===== src/rtl/retire_trace_tx_pkg.sv =====
`default_nettype none
// ============================================================================
// Module   : retire_trace_tx_pkg
// Purpose  : Shared types for the retire trace transmitter: frame type codes,
//            retire record layout, and the header byte encoder.
// Contents : t_rob_id, t_trace_frame_type, t_trace_rec, make_header()
// Revision : 1.0 - initial release
// ============================================================================
package retire_trace_tx_pkg;

  typedef logic [4:0] t_rob_id;

  typedef enum logic [1:0] {
    FT_RETIRE   = 2'b00,
    FT_OVERFLOW = 2'b01,
    FT_HANG     = 2'b10,
    FT_RSVD     = 2'b11
  } t_trace_frame_type;

  // One buffered retire event; packed so it can sit in a generic FIFO.
  typedef struct packed {
    logic [31:0] pc;
    t_rob_id     robid;
    logic        dst_valid;
    logic [4:0]  dst_reg;
    logic [31:0] dst_data;
    logic        nuke;
  } t_trace_rec;

  // Header byte: [7:6] type, [5] nuke, [4] dst_valid, [3:0] robid low nibble.
  function automatic logic [7:0] make_header(t_trace_frame_type ft, logic nuke,
                                             logic dst_valid, logic [3:0] robid_lo);
    return {ft, nuke, dst_valid, robid_lo};
  endfunction

endpackage
`default_nettype wire


===== src/rtl/retire_trace_tx_gen_fifo.sv =====
`default_nettype none
// ============================================================================
// Module   : gen_fifo
// Purpose  : Generic synchronous FIFO with occupancy count. Head entry is
//            visible on o_pop_data while non-empty (show-ahead).
// Ports    : clk, reset        - clock, synchronous active-high reset
//            i_push/i_push_data - write request and data (ignored when full)
//            i_pop              - advance head (ignored when empty)
//            o_pop_data         - current head entry
//            o_count            - number of stored entries
// Revision : 1.0 - initial release
// ============================================================================
module gen_fifo #(
  parameter int WIDTH = 8,
  parameter int DEPTH = 8
) (
  input  logic                       clk,
  input  logic                       reset,
  input  logic                       i_push,
  input  logic [WIDTH-1:0]           i_push_data,
  input  logic                       i_pop,
  output logic [WIDTH-1:0]           o_pop_data,
  output logic [$clog2(DEPTH+1)-1:0] o_count
);

  localparam int AW = (DEPTH > 1) ? $clog2(DEPTH) : 1;
  localparam int CW = $clog2(DEPTH+1);

  logic [WIDTH-1:0] r_mem [DEPTH];
  logic [AW-1:0]    r_wr_ptr;
  logic [AW-1:0]    r_rd_ptr;
  logic [CW-1:0]    r_count;
  logic             w_do_push;
  logic             w_do_pop;

  assign w_do_push  = i_push && (r_count != CW'(DEPTH));
  assign w_do_pop   = i_pop && (r_count != '0);
  assign o_pop_data = r_mem[r_rd_ptr];
  assign o_count    = r_count;

  always_ff @(posedge clk) begin
    if (w_do_push) begin
      r_mem[r_wr_ptr] <= i_push_data;
    end
  end

  always_ff @(posedge clk) begin
    if (reset) begin
      r_wr_ptr <= '0;
      r_rd_ptr <= '0;
      r_count  <= '0;
    end else begin
      if (w_do_push) r_wr_ptr <= r_wr_ptr + 1'b1;
      if (w_do_pop)  r_rd_ptr <= r_rd_ptr + 1'b1;
      case ({w_do_push, w_do_pop})
        2'b10:   r_count <= r_count + 1'b1;
        2'b01:   r_count <= r_count - 1'b1;
        default: r_count <= r_count;
      endcase
    end
  end

endmodule
`default_nettype wire


===== src/rtl/retire_trace_tx.sv =====
`default_nettype none
// ============================================================================
// Module   : retire_trace_tx
// Purpose  : Buffers retired-instruction records and serialises them as byte
//            frames on a valid/ready trace port. Also emits overflow frames
//            (dropped record count) and hang frames (watchdog on retires).
// Ports    : clk, reset            - clock, synchronous active-high reset
//            retire_*              - one retire event per cycle when valid
//            trace_valid/data/last - output byte stream, trace_ready = sink
//            drop_total            - saturating dropped-record count
// Revision : 1.0 - initial release
// ============================================================================
module retire_trace_tx
  import retire_trace_tx_pkg::*;
#(
  parameter int FIFO_DEPTH   = 8,
  parameter int HANG_TIMEOUT = 40
) (
  input  logic        clk,
  input  logic        reset,
  input  logic        retire_valid,
  input  logic [31:0] retire_pc,
  input  t_rob_id     retire_robid,
  input  logic        retire_dst_valid,
  input  logic [4:0]  retire_dst_reg,
  input  logic [31:0] retire_dst_data,
  input  logic        retire_nuke,
  output logic        trace_valid,
  output logic [7:0]  trace_data,
  output logic        trace_last,
  input  logic        trace_ready,
  output logic [15:0] drop_total
);

  localparam int CW  = $clog2(FIFO_DEPTH+1);
  localparam int WDW = $clog2(HANG_TIMEOUT+1);
  localparam int RW  = $bits(t_trace_rec);

  localparam logic [2:0] S_IDLE  = 3'd0;
  localparam logic [2:0] S_HDR   = 3'd1;
  localparam logic [2:0] S_PC    = 3'd2;
  localparam logic [2:0] S_DREG  = 3'd3;
  localparam logic [2:0] S_DDATA = 3'd4;
  localparam logic [2:0] S_OVF   = 3'd5;

  logic [2:0]        r_state;
  logic [1:0]        r_idx;
  t_trace_frame_type r_ftype;
  logic [7:0]        r_pend;
  logic [7:0]        r_ovf_snap;
  logic [15:0]       r_drop_total;
  logic [WDW-1:0]    r_wd;
  logic              r_hang_pending;

  t_trace_rec        w_push_rec;
  t_trace_rec        w_head;
  logic [RW-1:0]     w_head_bits;
  logic [CW-1:0]     w_count;
  logic              w_push;
  logic              w_drop;
  logic              w_xfer;
  logic              w_last;
  logic              w_pop;
  logic [7:0]        w_data;
  logic [7:0]        w_pend_inc;
  logic              w_unused;

  assign w_push_rec = '{pc: retire_pc, robid: retire_robid, dst_valid: retire_dst_valid,
                        dst_reg: retire_dst_reg, dst_data: retire_dst_data,
                        nuke: retire_nuke};

  // Occupancy is the registered count: a pop in the same cycle does not make
  // room. Any outstanding drop count blocks pushes until it has been reported.
  assign w_push = retire_valid && (w_count < CW'(FIFO_DEPTH)) && (r_pend == 8'd0);
  assign w_drop = retire_valid && !w_push;
  assign w_xfer = trace_valid && trace_ready;
  assign w_pop  = w_xfer && w_last && ((r_state == S_PC) || (r_state == S_DDATA));
  assign w_head = t_trace_rec'(w_head_bits);
  assign w_unused = w_head.robid[4];

  gen_fifo #(
    .WIDTH (RW),
    .DEPTH (FIFO_DEPTH)
  ) u_fifo (
    .clk         (clk),
    .reset       (reset),
    .i_push      (w_push),
    .i_push_data (w_push_rec),
    .i_pop       (w_pop),
    .o_pop_data  (w_head_bits),
    .o_count     (w_count)
  );

  always_comb begin
    w_data = 8'h00;
    w_last = 1'b0;
    case (r_state)
      S_HDR: begin
        if (r_ftype == FT_RETIRE)
          w_data = make_header(FT_RETIRE, w_head.nuke, w_head.dst_valid, w_head.robid[3:0]);
        else
          w_data = make_header(r_ftype, 1'b0, 1'b0, 4'h0);
        w_last = (r_ftype == FT_HANG);
      end
      S_PC: begin
        w_data = 8'(w_head.pc >> {r_idx, 3'b000});
        w_last = (r_idx == 2'd3) && !w_head.dst_valid;
      end
      S_DREG: w_data = {3'b000, w_head.dst_reg};
      S_DDATA: begin
        w_data = 8'(w_head.dst_data >> {r_idx, 3'b000});
        w_last = (r_idx == 2'd3);
      end
      S_OVF: begin
        w_data = r_ovf_snap;
        w_last = 1'b1;
      end
      default: ;
    endcase
  end

  assign trace_valid = (r_state != S_IDLE);
  assign trace_data  = w_data;
  assign trace_last  = w_last;
  assign drop_total  = r_drop_total;

  // Frame sequencer
  always_ff @(posedge clk) begin
    if (reset) begin
      r_state    <= S_IDLE;
      r_idx      <= 2'd0;
      r_ftype    <= FT_RETIRE;
      r_ovf_snap <= 8'd0;
    end else begin
      case (r_state)
        S_IDLE: begin
          r_idx <= 2'd0;
          if (w_count != '0) begin
            r_state <= S_HDR;
            r_ftype <= FT_RETIRE;
          end else if (r_pend != 8'd0) begin
            // Freeze the count so the byte cannot change while stalled.
            r_state    <= S_HDR;
            r_ftype    <= FT_OVERFLOW;
            r_ovf_snap <= r_pend;
          end else if (r_hang_pending) begin
            r_state <= S_HDR;
            r_ftype <= FT_HANG;
          end
        end
        S_HDR: if (w_xfer) begin
          r_idx <= 2'd0;
          case (r_ftype)
            FT_RETIRE:   r_state <= S_PC;
            FT_OVERFLOW: r_state <= S_OVF;
            default:     r_state <= S_IDLE;
          endcase
        end
        S_PC: if (w_xfer) begin
          r_idx <= r_idx + 2'd1;
          if (r_idx == 2'd3) r_state <= w_head.dst_valid ? S_DREG : S_IDLE;
        end
        S_DREG: if (w_xfer) begin
          r_idx   <= 2'd0;
          r_state <= S_DDATA;
        end
        S_DDATA: if (w_xfer) begin
          r_idx <= r_idx + 2'd1;
          if (r_idx == 2'd3) r_state <= S_IDLE;
        end
        S_OVF: if (w_xfer) r_state <= S_IDLE;
        default: r_state <= S_IDLE;
      endcase
    end
  end

  assign w_pend_inc = (w_drop && (r_pend != 8'hFF)) ? r_pend + 8'd1 : r_pend;

  // Drop accounting. On the count-byte transfer only the drops already
  // reported are removed; anything that arrived after the snapshot stays.
  always_ff @(posedge clk) begin
    if (reset) begin
      r_pend       <= 8'd0;
      r_drop_total <= 16'd0;
    end else begin
      if ((r_state == S_OVF) && w_xfer)
        r_pend <= (r_pend - r_ovf_snap) + {7'd0, w_drop};
      else
        r_pend <= w_pend_inc;
      if (w_drop && (r_drop_total != 16'hFFFF))
        r_drop_total <= r_drop_total + 16'd1;
    end
  end

  // Watchdog: counter parks at the timeout so the hang fires only once per
  // idle period; a retire re-arms it.
  always_ff @(posedge clk) begin
    if (reset) begin
      r_wd           <= '0;
      r_hang_pending <= 1'b0;
    end else begin
      if ((r_state == S_HDR) && (r_ftype == FT_HANG) && w_xfer)
        r_hang_pending <= 1'b0;
      if (retire_valid) begin
        r_wd <= '0;
      end else if (r_wd != WDW'(HANG_TIMEOUT)) begin
        r_wd <= r_wd + 1'b1;
        if (r_wd == WDW'(HANG_TIMEOUT - 1)) r_hang_pending <= 1'b1;
      end
    end
  end

endmodule
`default_nettype wire


===== config.mk =====
export PLATFORM = sky130hd
export DESIGN_NAME = retire_trace_tx
export DESIGN_NICKNAME = d
export VERILOG_FILES = /design/src/rtl/retire_trace_tx_pkg.sv /design/src/rtl/retire_trace_tx_gen_fifo.sv /design/src/rtl/retire_trace_tx.sv
export SDC_FILE = /design/constraint.sdc
export NUM_CORES = 1
export LEC_CHECK = 0
export CORE_MARGIN = 2
export CORE_UTILIZATION = 40
export CTS_CLUSTER_DIAMETER = 60
export CTS_CLUSTER_SIZE = 25
export DETAILED_ROUTE_END_ITERATION = 12
export SETUP_SLACK_MARGIN = 0.5
export SLEW_MARGIN = 20
export SYNTH_ARGS = -nofsm -noshare
export SYNTH_HDL_FRONTEND = slang
export SYNTH_SLANG_ARGS = --single-unit
export TNS_END_PERCENT = 20

===== constraint.sdc =====
create_clock -name clk -period 13.95 [get_ports clk]
set_clock_uncertainty 0.15 [all_clocks]
set_input_delay 2.79 -clock clk [delete_from_list [all_inputs] [get_ports clk]]
set_output_delay 2.79 -clock clk [all_outputs]
set_load 0.01 [all_outputs]

# After elaboration in Yosys (flattened, before gate mapping)
# Memory sizes are Yosys's and may differ from the RTL's. A register that Yosys moved wholly into a read port is not among the register bits.
# Cells that the tools add are included.
[op_classes]
add_sub_neg = 10
order_cmp = 1
eq_ne = 25
n_shift = 2
muxes = 33
bitwise = 1
reduce_logical = 34
[ops]
columns = ["operator", "count"]
rows = [
  ["right shift 32 x 5 -> 8 bit", 2],
  ["case mux 8 bit (5 select lines)", 1],
  ["2-to-1 mux 3 bit", 12],
  ["2-to-1 mux 8 bit", 3],
  ["case mux 3 bit (6 select lines)", 1],
  ["adder 16 x 1 -> 16 bit, second input constant", 1],
  ["inequality test 16 bit, second input constant", 1],
  ["logical AND 1 bit", 14],
  ["2-to-1 mux 2 bit", 6],
  ["inequality test 2 bit, second input constant", 5],
  ["nonzero test 3 bit", 3],
  ["adder 8 x 1 -> 8 bit", 1],
  ["adder 8 x 1 -> 8 bit, second input constant", 1],
  ["zero test 8 bit", 1],
  ["inequality test 2 x 1 -> 1 bit, second input constant", 4],
  ["inequality test 4 bit, second input constant", 2],
  ["inequality test 8 bit, second input constant", 1],
  ["case mux 4 bit (2 select lines)", 1],
  ["AND reduction 8 bit", 1],
  ["nonzero test 8 bit", 1],
  ["subtractor 8 bit", 1],
  ["adder 3 x 1 -> 3 bit, second input constant", 2],
  ["adder 6 x 1 -> 6 bit, second input constant", 1],
  ["== test 2 bit, second input constant", 3],
  ["24 further kinds", 37],
]
[totals]
ff_bits = 56
ram_bits = 608
inputBits = 80
n_memories = 1
[memory_table]
columns = ["name", "depth", "word_bits", "rd", "rd_ports_with_merged_regs", "wr", "line_no", "source"]
rows = [
  ["u_fifo.r_mem", 8, 76, 1, 1, 1, "retire_trace_tx_gen_fifo.sv:29", "logic [WIDTH-1:0] r_mem [DEPTH];"],
]

# Longest topological paths before layout
# Gate-level depths: netlist of run 1.
[logic_depth]
depth_word = 8
mapped_depth = 16
ltp_nobuf = 16

# By module
# A second synthesis of run 1 with hierarchy kept.
[hier_totals]
cells_unflattened = 1323
area_unflattened_um2 = 26769.4
[by_module_without_submodules]
columns = ["module", "instances", "cells_each", "area_each_um2", "seq_area_each_um2"]
rows = [
  ["gen_fifo", 1, 949, 23430.0, 18517.8],
  ["retire_trace_tx", 1, 374, 3339.5, 920.9],
]

# Worst setup path after synthesis of run 1
# OpenSTA, ideal clock, no wires.
[synth_timing]
path_type = "input -> register"
from = "in retire_valid"
to = "mem u_fifo.r_mem[0][0] (netlist bit) (enable)"
setup_ns = 0.696
arrival_ns = 10.392
setup_slack_ns = 2.712
cell_stages = 3
path_buffers = 1
path_cell_list = "buf_2 > nand3b_1 > nor4_1"
[synth_via]
elab_chain_cells = 5
[synth_rtl]
columns = ["item", "line_no", "source"]
rows = [
  ["start: declaration", "retire_trace_tx.sv:21", "input logic retire_valid,"],
  ["logical AND 1 bit (2 in a row)", "retire_trace_tx.sv:74", "assign w_push = retire_valid && (w_count < CW'(FIFO_DEPTH)) && (r_pend == 8'd0);"],
  ["logical AND 1 bit", "retire_trace_tx_gen_fifo.sv:36", "assign w_do_push = i_push && (r_count != CW'(DEPTH));"],
  ["2-to-1 mux 1 bit", "retire_trace_tx_gen_fifo.sv:42", "if (w_do_push) begin"],
  ["2-to-1 mux 1 bit (not written as such)", "retire_trace_tx_gen_fifo.sv:43", "r_mem[r_wr_ptr] <= i_push_data;"],
  ["end: declaration", "retire_trace_tx_gen_fifo.sv:29", ""],
]
# Every way passes these cells.

==> reports/qor.txt, run 1 <==
Routed wire per std cell: 23.1 microns
Fillers: 5505
Worst endpoint required time: 11.01 ns
Logic pwr share: 6.9%
Power Internal: 3.02 mW
Routed via count: 13000
GRT overflow: 0
Xor and xnor area share after synthesis: 1.33%
Gr busiest metal: met2
Post-Place Worst Slack: 6.23 ns
Area share of fa/ha/maj cells after synthesis: 1.30%
Pwr Total: 3.91 mW
Met3 Use GR: 3.32%
DP Area: 28400 sq um
Non-Filler Cell Area, Final: 29900 sq um
Clock Tree Buf Depth: 3
Die ar.: 67900 sq um
RR Endpoint: u_fifo.o_count[2]$_SDFFE_PP0P_
Core box area: 65500 sq um
Post-Syn Area per Cell: 19.2 sq um
Pin count of the biggest net entering global routing: 102
Number of top-level pins: 106
Worst-skew pair later-pin latency: 0.60 ns
Rel. slew slack: 34.5%
Final core occ: 45.7%
Peak VDD IR: 107 uV
Num rows: 94
Crit path kind: reg2out
Htree depth: 2
Syn nets: 1478
Async SR Flop Fraction: 0%
Sw Ratio: 22.9%
Starting Density: 40.2%
Post-synth EDFFs: 600
Ys Warns: 0
Clock share of power: 35.7%
Met1 Usage GRT: 22.5%
Clock edge transition at the registers on the reported setup and hold paths: 0.08 ns
Worst Setup EP: trace_data[5]
Layout cell share with drive strength beyond 1: 18.5%
Resized Gates After CTS: 0
Post-Syn Area: 26300 sq um
RSZ-0062 raised after global routing: no
Compound-cell area share of the yosys netlist: 2.95%
Nets: 1587
Placer congestion estimate: 0.758
Final period util: 58.7%
Largest family of logic cells by synthesized area: multiplexers
Fin. max-slew vios: 0
Setup violators final: 0
Area of the multi-input gates: 6740 sq um
Data arrival, critical path: 5.25 ns
Hold_buf cts: 0
Post-Synthesis Cells: 1372
CP Capture Type: output port
Vias in the first global route: 13400
Tot GR Track Use: 16.4%
Total Routed Length: 54.9 mm
Leak: 9.18 nW
Starting DRC count in detailed routing: 1099
Drt first pass iters: 5
Synth Area in Simple Gates: 4.31%
Worst Hold Class: reg2reg
FF-to-FF path depth: 13
Seq cells post-synth: 659
Worst setup slack after layout: 5.76 ns
Status: finished clean
Sw Pwr: 894 uW
Global routing usage on met2: 26.8%
Reg area: 19200 sq um
Root buf cell: clkbuf_16
Synth unique cells: 67
Antenna viol nets, final: 0
Final hold violation count: 0
Final setup TNS: 0 ns
Seq/Total Area, Yosys: 72.9%
Worst slew pin tran: 0.983 ns
First-pass GRT wire length: 83.8 mm
CTS Sinks: 659
Die Y-Extent: 261 microns
Width of the die: 261 microns
Min Tclk post-route: 8.19 ns
Post-DP HPWL: 30.8 mm
IO Port Bufs: 104
Sequential power share: 57.4%
Area Overhead vs Synth: 13.5%
Post-CTS Setup Bufs: 0
Mux cell area share after synthesis: 15.5%
Antenna violations before repair: 10
Fmax: 0.122 GHz
Num CTS Buffers: 44
Main synth FF type: edfxtp_1
Drc violations: 0
CTS tree: done
Vias/cell: 5.46
Pwr Density: 131 nW/um^2
Crit-path max FO: 101
Max cap viols: 0
Crit start category: register
Reg2reg setup slack: 8.51 ns
[critical path: stages (launching register included)]
cell             delay [ns]
dfxtp_4                0.63
buf_4                  0.70
buf_12                 0.66
mux4_1                 0.66
mux4_2                 0.48
mux2i_1                0.30
o22ai_1                0.25
a211o_1                0.32
clkdlybuf4s50_1        0.50
[cells in the mapped netlist, drive strengths merged, types with 25 or more instances]
| library cell | n | share of area (%) |
|---|---|---|
| dfxtp | 59 | 4.5 |
| a21oi | 34 | 0.65 |
| ha | 25 | 1.2 |
| nand3 | 25 | 0.47 |
| mux4 | 162 | 14 |
| nand2 | 57 | 0.81 |
| mux2i | 30 | 1.1 |
| edfxtp | 600 | 68 |
| clkbuf | 35 | 0.50 |
| nor2 | 78 | 1.1 |
| xor2 | 26 | 0.86 |
| buf | 31 | 0.88 |
[sequential cells by signal (all words and copies together) (netlist names), named ones only]
register / count
r_ovf_snap: 8
r_wd: 6
r_state: 3
r_pend: 8
r_ftype: 2
r_idx: 2
u_fifo.o_count: 4
drop_total: 16
r_hang_pending: 1
u_fifo.r_rd_ptr: 3
u_fifo.r_mem: 600
u_fifo.r_wr_ptr: 3
[per-layer routing]
layer  vias up  share of wire [%]
li1       5781                  -
met2       285                 49
met1      6833                 44
met5         -               0.17
met4        16                2.1
met3        83                5.7
[cell usage in the layout (no fill, tap or decap), types with 5 or more instances in the layout]
master	Yosys	layout
inv_1	23	23
nor3_2	1	5
ha_1	25	25
nor2_1	77	74
o21ai_0	21	21
nand2b_1	7	7
nor2b_1	5	5
clkbuf_16	0	44
nand3b_1	7	7
a211oi_1	8	8
a21oi_1	34	34
nand2_1	57	56
clkdlybuf4s50_1	0	103
dfxtp_1	59	56
inv_6	0	7
a31oi_1	18	18
xnor2_1	14	14
xor2_1	26	26
nand3_1	25	25
mux2_2	8	8
mux4_2	150	150
mux2i_1	30	30
nor3_1	14	10
buf_4	9	24
mux4_1	12	12
a22oi_1	7	7
clkinv_8	0	5
nand4_1	9	9
edfxtp_1	600	600
[power by group through the flow]
stage	registers, mW	logic [mW]	clock network (mW)
2_1_floorplan	2.29	0.146	0
3_3_place_gp	2.28	0.269	0
3_5_place_dp	2.29	0.273	0
4_1_cts	2.24	0.274	1.44
5_1_grt	2.25	0.293	1.51
6_report	2.24	0.269	1.40
[through the flow]
step	instances	hold slack, ns
2_1_floorplan	1372	0.316
3_3_place_gp	2299	0.355
3_5_place_dp	2299	0.352
4_1_cts	2379	0.368
5_1_grt	2380	0.375
6_report	2381	0.366
[kinds of logic (layout without fill, tap and decap cells)]
| group | count (synthesis) | count (layout) |
|---|---|---|
| buffers and inverters | 90 | 233 |
| other | 0 | 2 |
| multiplexers | 200 | 200 |
| XOR/XNOR | 40 | 40 |
| flip-flops | 659 | 659 |
| adder cells (fa/ha/maj) | 27 | 27 |
| AO/OA/AOI/OAI | 122 | 122 |
| AND/OR/NAND/NOR | 234 | 234 |
[area by class of cell]
| cell class | instances | share of cell area, % |
|---|---|---|
| inverter | 24 | 0.301 |
| sequential | 659 | 64.2 |
| tap | 864 | 3.61 |
| clock buffer | 46 | 3.71 |
| clock inverter | 34 | 1.46 |
| antenna | 2 | 0.0167 |
| multi-input combinational | 623 | 22.5 |
| timing repair buffer | 129 | 4.13 |
[worst min-delay path by stage]
stage                         startpoint                   endpoint  slack, ns  cells after the start
2_1_floorplan  r_hang_pending$_SDFF_PP0_  r_hang_pending$_SDFF_PP0_       0.32                      2
3_3_place_gp   r_hang_pending$_SDFF_PP0_  r_hang_pending$_SDFF_PP0_       0.36                      2
3_5_place_dp   r_hang_pending$_SDFF_PP0_  r_hang_pending$_SDFF_PP0_       0.35                      2
4_1_cts        r_hang_pending$_SDFF_PP0_  r_hang_pending$_SDFF_PP0_       0.37                      2
5_1_grt        r_hang_pending$_SDFF_PP0_  r_hang_pending$_SDFF_PP0_       0.37                      2
6_report       r_hang_pending$_SDFF_PP0_  r_hang_pending$_SDFF_PP0_       0.37                      2
Power figures use the tool's default switching activity.
==> run 2: changes to the inputs <==
==> constraint.sdc (replaced) <==
create_clock -name clk -period 7.95 [get_ports clk]
set_clock_uncertainty 0.15 [all_clocks]
set_input_delay 1.59 -clock clk [delete_from_list [all_inputs] [get_ports clk]]
set_output_delay 1.59 -clock clk [all_outputs]
set_load 0.01 [all_outputs]
==> run 2 against run 1 <==
  * Critical path depth stayed put
  * Routed wire length up 1.4%
  * Utilization increased by 0.097 points
  * Sequential share of layout area is 0.14 points lower
  * Combinational power is 76% higher
  * Global-route usage is 0.14 points higher
  * Worst hold slack better by 0.0038 ns
  * Clock power is 79% higher
  * Worst setup slack lost 4.0 ns
  * Design area up 0.21%
  * Die area unchanged
==> reports/qor.txt, run 2 (synthesis results as in run 1) <==
Worst Hold Class: reg2reg
CP Capture Type: output port
Width of the die: 261 microns (unchanged)
Routed via count: 13000 (-0.22%)
Clock edge transition at the registers on the reported setup and hold paths: 0.08 ns (about the same)
CTS tree: done
Routed wire per std cell: 23.4 microns (+1.5%)
Drt first pass iters: 5 (unchanged)
Fin. max-slew vios: 0 (unchanged)
Final period util: 77.9%
Tot GR Track Use: 16.6% (+0.14 points)
Worst-skew pair later-pin latency: 0.60 ns (about the same)
Worst endpoint required time: 6.21 ns (-4.80 ns)
Clock Tree Buf Depth: 3 (unchanged)
Crit-path max FO: 16 (-84%)
RSZ-0062 raised after global routing: no
Fmax: 0.161 GHz
Num CTS Buffers: 44 (unchanged)
Fillers: 5526 (+0.38%)
Layout cell share with drive strength beyond 1: 18.6% (+0.066 points)
Pwr Density: 231 nW/um^2 (+76%)
Number of top-level pins: 106 (unchanged)
Antenna violations before repair: 5 (-5)
Post-DP HPWL: 31.8 mm (+3.1%)
Nets: 1589 (+0.13%)
GRT overflow: 0 (unchanged)
Post-route insts no fill: 2380 (-0.042%)
Hold_buf cts: 0 (unchanged)
Die Y-Extent: 261 microns (unchanged)
First-pass GRT wire length: 83.4 mm (-0.47%)
Max reg flops: 600 (unchanged)
Num rows: 94 (unchanged)
Antenna viol nets, final: 0 (unchanged)
Status: finished clean
CTS Sinks: 659 (unchanged)
Min Tclk post-route: 6.20 ns
Rel. slew slack: 38.6% (+4.2 points)
Vias in the first global route: 13200 (-1.6%)
Die ar.: 67900 sq um (unchanged)
Htree depth: 2 (unchanged)
IO Port Bufs: 104 (unchanged)
Core box area: 65500 sq um (unchanged)
Peak VDD IR: 155 uV (+45%)
Total Routed Length: 55.7 mm (+1.4%)
# placed instances: 2301 (+0.087%)
Starting DRC count in detailed routing: 1138 (+3.5%)
Reg2reg setup slack: 3.36 ns (-5.15 ns)
Commonest non-fill, non-tap cell in the layout: edfxtp_1
Leak: 9.22 nW (+0.40%)
Most flop-heavy register: u_fifo.r_mem
Crit path kind: reg2out
Vias/cell: 5.45 (-0.18%)
Hold slack: 0.370 ns (+0.00383 ns)
Resized Gates After CTS: 0 (unchanged)
Most frequent cells in the layout: edfxtp_1, mux4_2, clkdlybuf4s50_1, nor2_1
Setup violators final: 0 (unchanged)
Starting Density: 40.2% (unchanged)
Crit start category: register
Pin count of the biggest net entering global routing: 76 (-25%)
Post-CTS Setup Bufs: 0 (unchanged)
Final hold violation count: 0 (unchanged)
Root buf cell: clkbuf_16
Area Overhead vs Synth: 13.8%
Max cap viols: 0 (unchanged)
Worst slew pin tran: 0.920 ns (-0.0623 ns)
Data arrival, critical path: 4.46 ns (-0.79 ns)
Placer congestion estimate: 0.770 (+1.6%)
Drc violations: 0 (unchanged)
run 2: cell types whose count changed in the layout (fill, tap and decap cells not counted), sizes merged:
| cell | change |
|---|---|
| clkinv | -7 |
| inv | +5 |
| buf | +2 |
| clkbuf | +2 |
| clkinvlp | -2 |
| diode | -1 |
run 2: worst paths after layout:
kind	depth (start not counted)	startpoint	to
worst max-delay path	8	r_state[2]$_SDFFE_PP0P_	trace_data[2]
worst min-delay path	2	r_hang_pending$_SDFF_PP0_	r_hang_pending$_SDFF_PP0_
worst max register to register	12	register	u_fifo.o_count[2]$_SDFFE_PP0P_
worst min register to register	2	r_hang_pending$_SDFF_PP0_	r_hang_pending$_SDFF_PP0_
run 2: report_power, final:
group / internal, mW / switching, mW
clock: 1.24 / 1.26
combinational: 0.189 / 0.286
sequential: 3.89 / 0.0451
total: 5.32 / 1.59
run 2: layer usage:
| metal | vias up | track usage (%) | wire, microns |
|---|---|---|---|
| li1 | 5781 | - | - |
| met1 | 6804 | 23.0 | 24300 |
| met2 | 308 | 27.4 | 27300 |
| met3 | 68 | 3.17 | 3290 |
| met4 | 8 | 3.56 | 809 |
| met5 | - | 0 | 50 |
run 2: critical path, cell delays in order (launching register included):
cell,delay [ns]
dfxtp_1,0.62
inv_1,0.27
nor3_4,0.80
buf_4,0.43
mux4_2,0.59
nand2b_1,0.17
a31oi_1,0.26
o21ai_0,0.20
clkdlybuf4s50_1,0.52
run 2: stage by stage:
stage	power [mW]	util, %	setup WS, ns	instance area (sq um)	setup TNS [ns]
after detailed placement	4.50	43.4	2.37	28400	0
after global placement	4.48	43.4	2.34	28400	0
after CTS	6.99	45.8	1.73	30000	0
final	6.91	45.8	1.75	30000	0
after global routing	7.15	45.8	1.58	30000	0
after floorplan	4.27	-	-0.176	26300	-16.89
run 2: area by class of cell:
cell class,count,area [sq um],share of cell area [%]
flip-flops and latches,659,19200,64.1
multi-input cells,623,6750,22.5
repair buffers,131,1280,4.26
clock buffers,48,1140,3.79
well taps,864,1080,3.61
clock inverters,30,427,1.42
inverters,24,90.1,0.301
diodes,1,2.50,0.00835
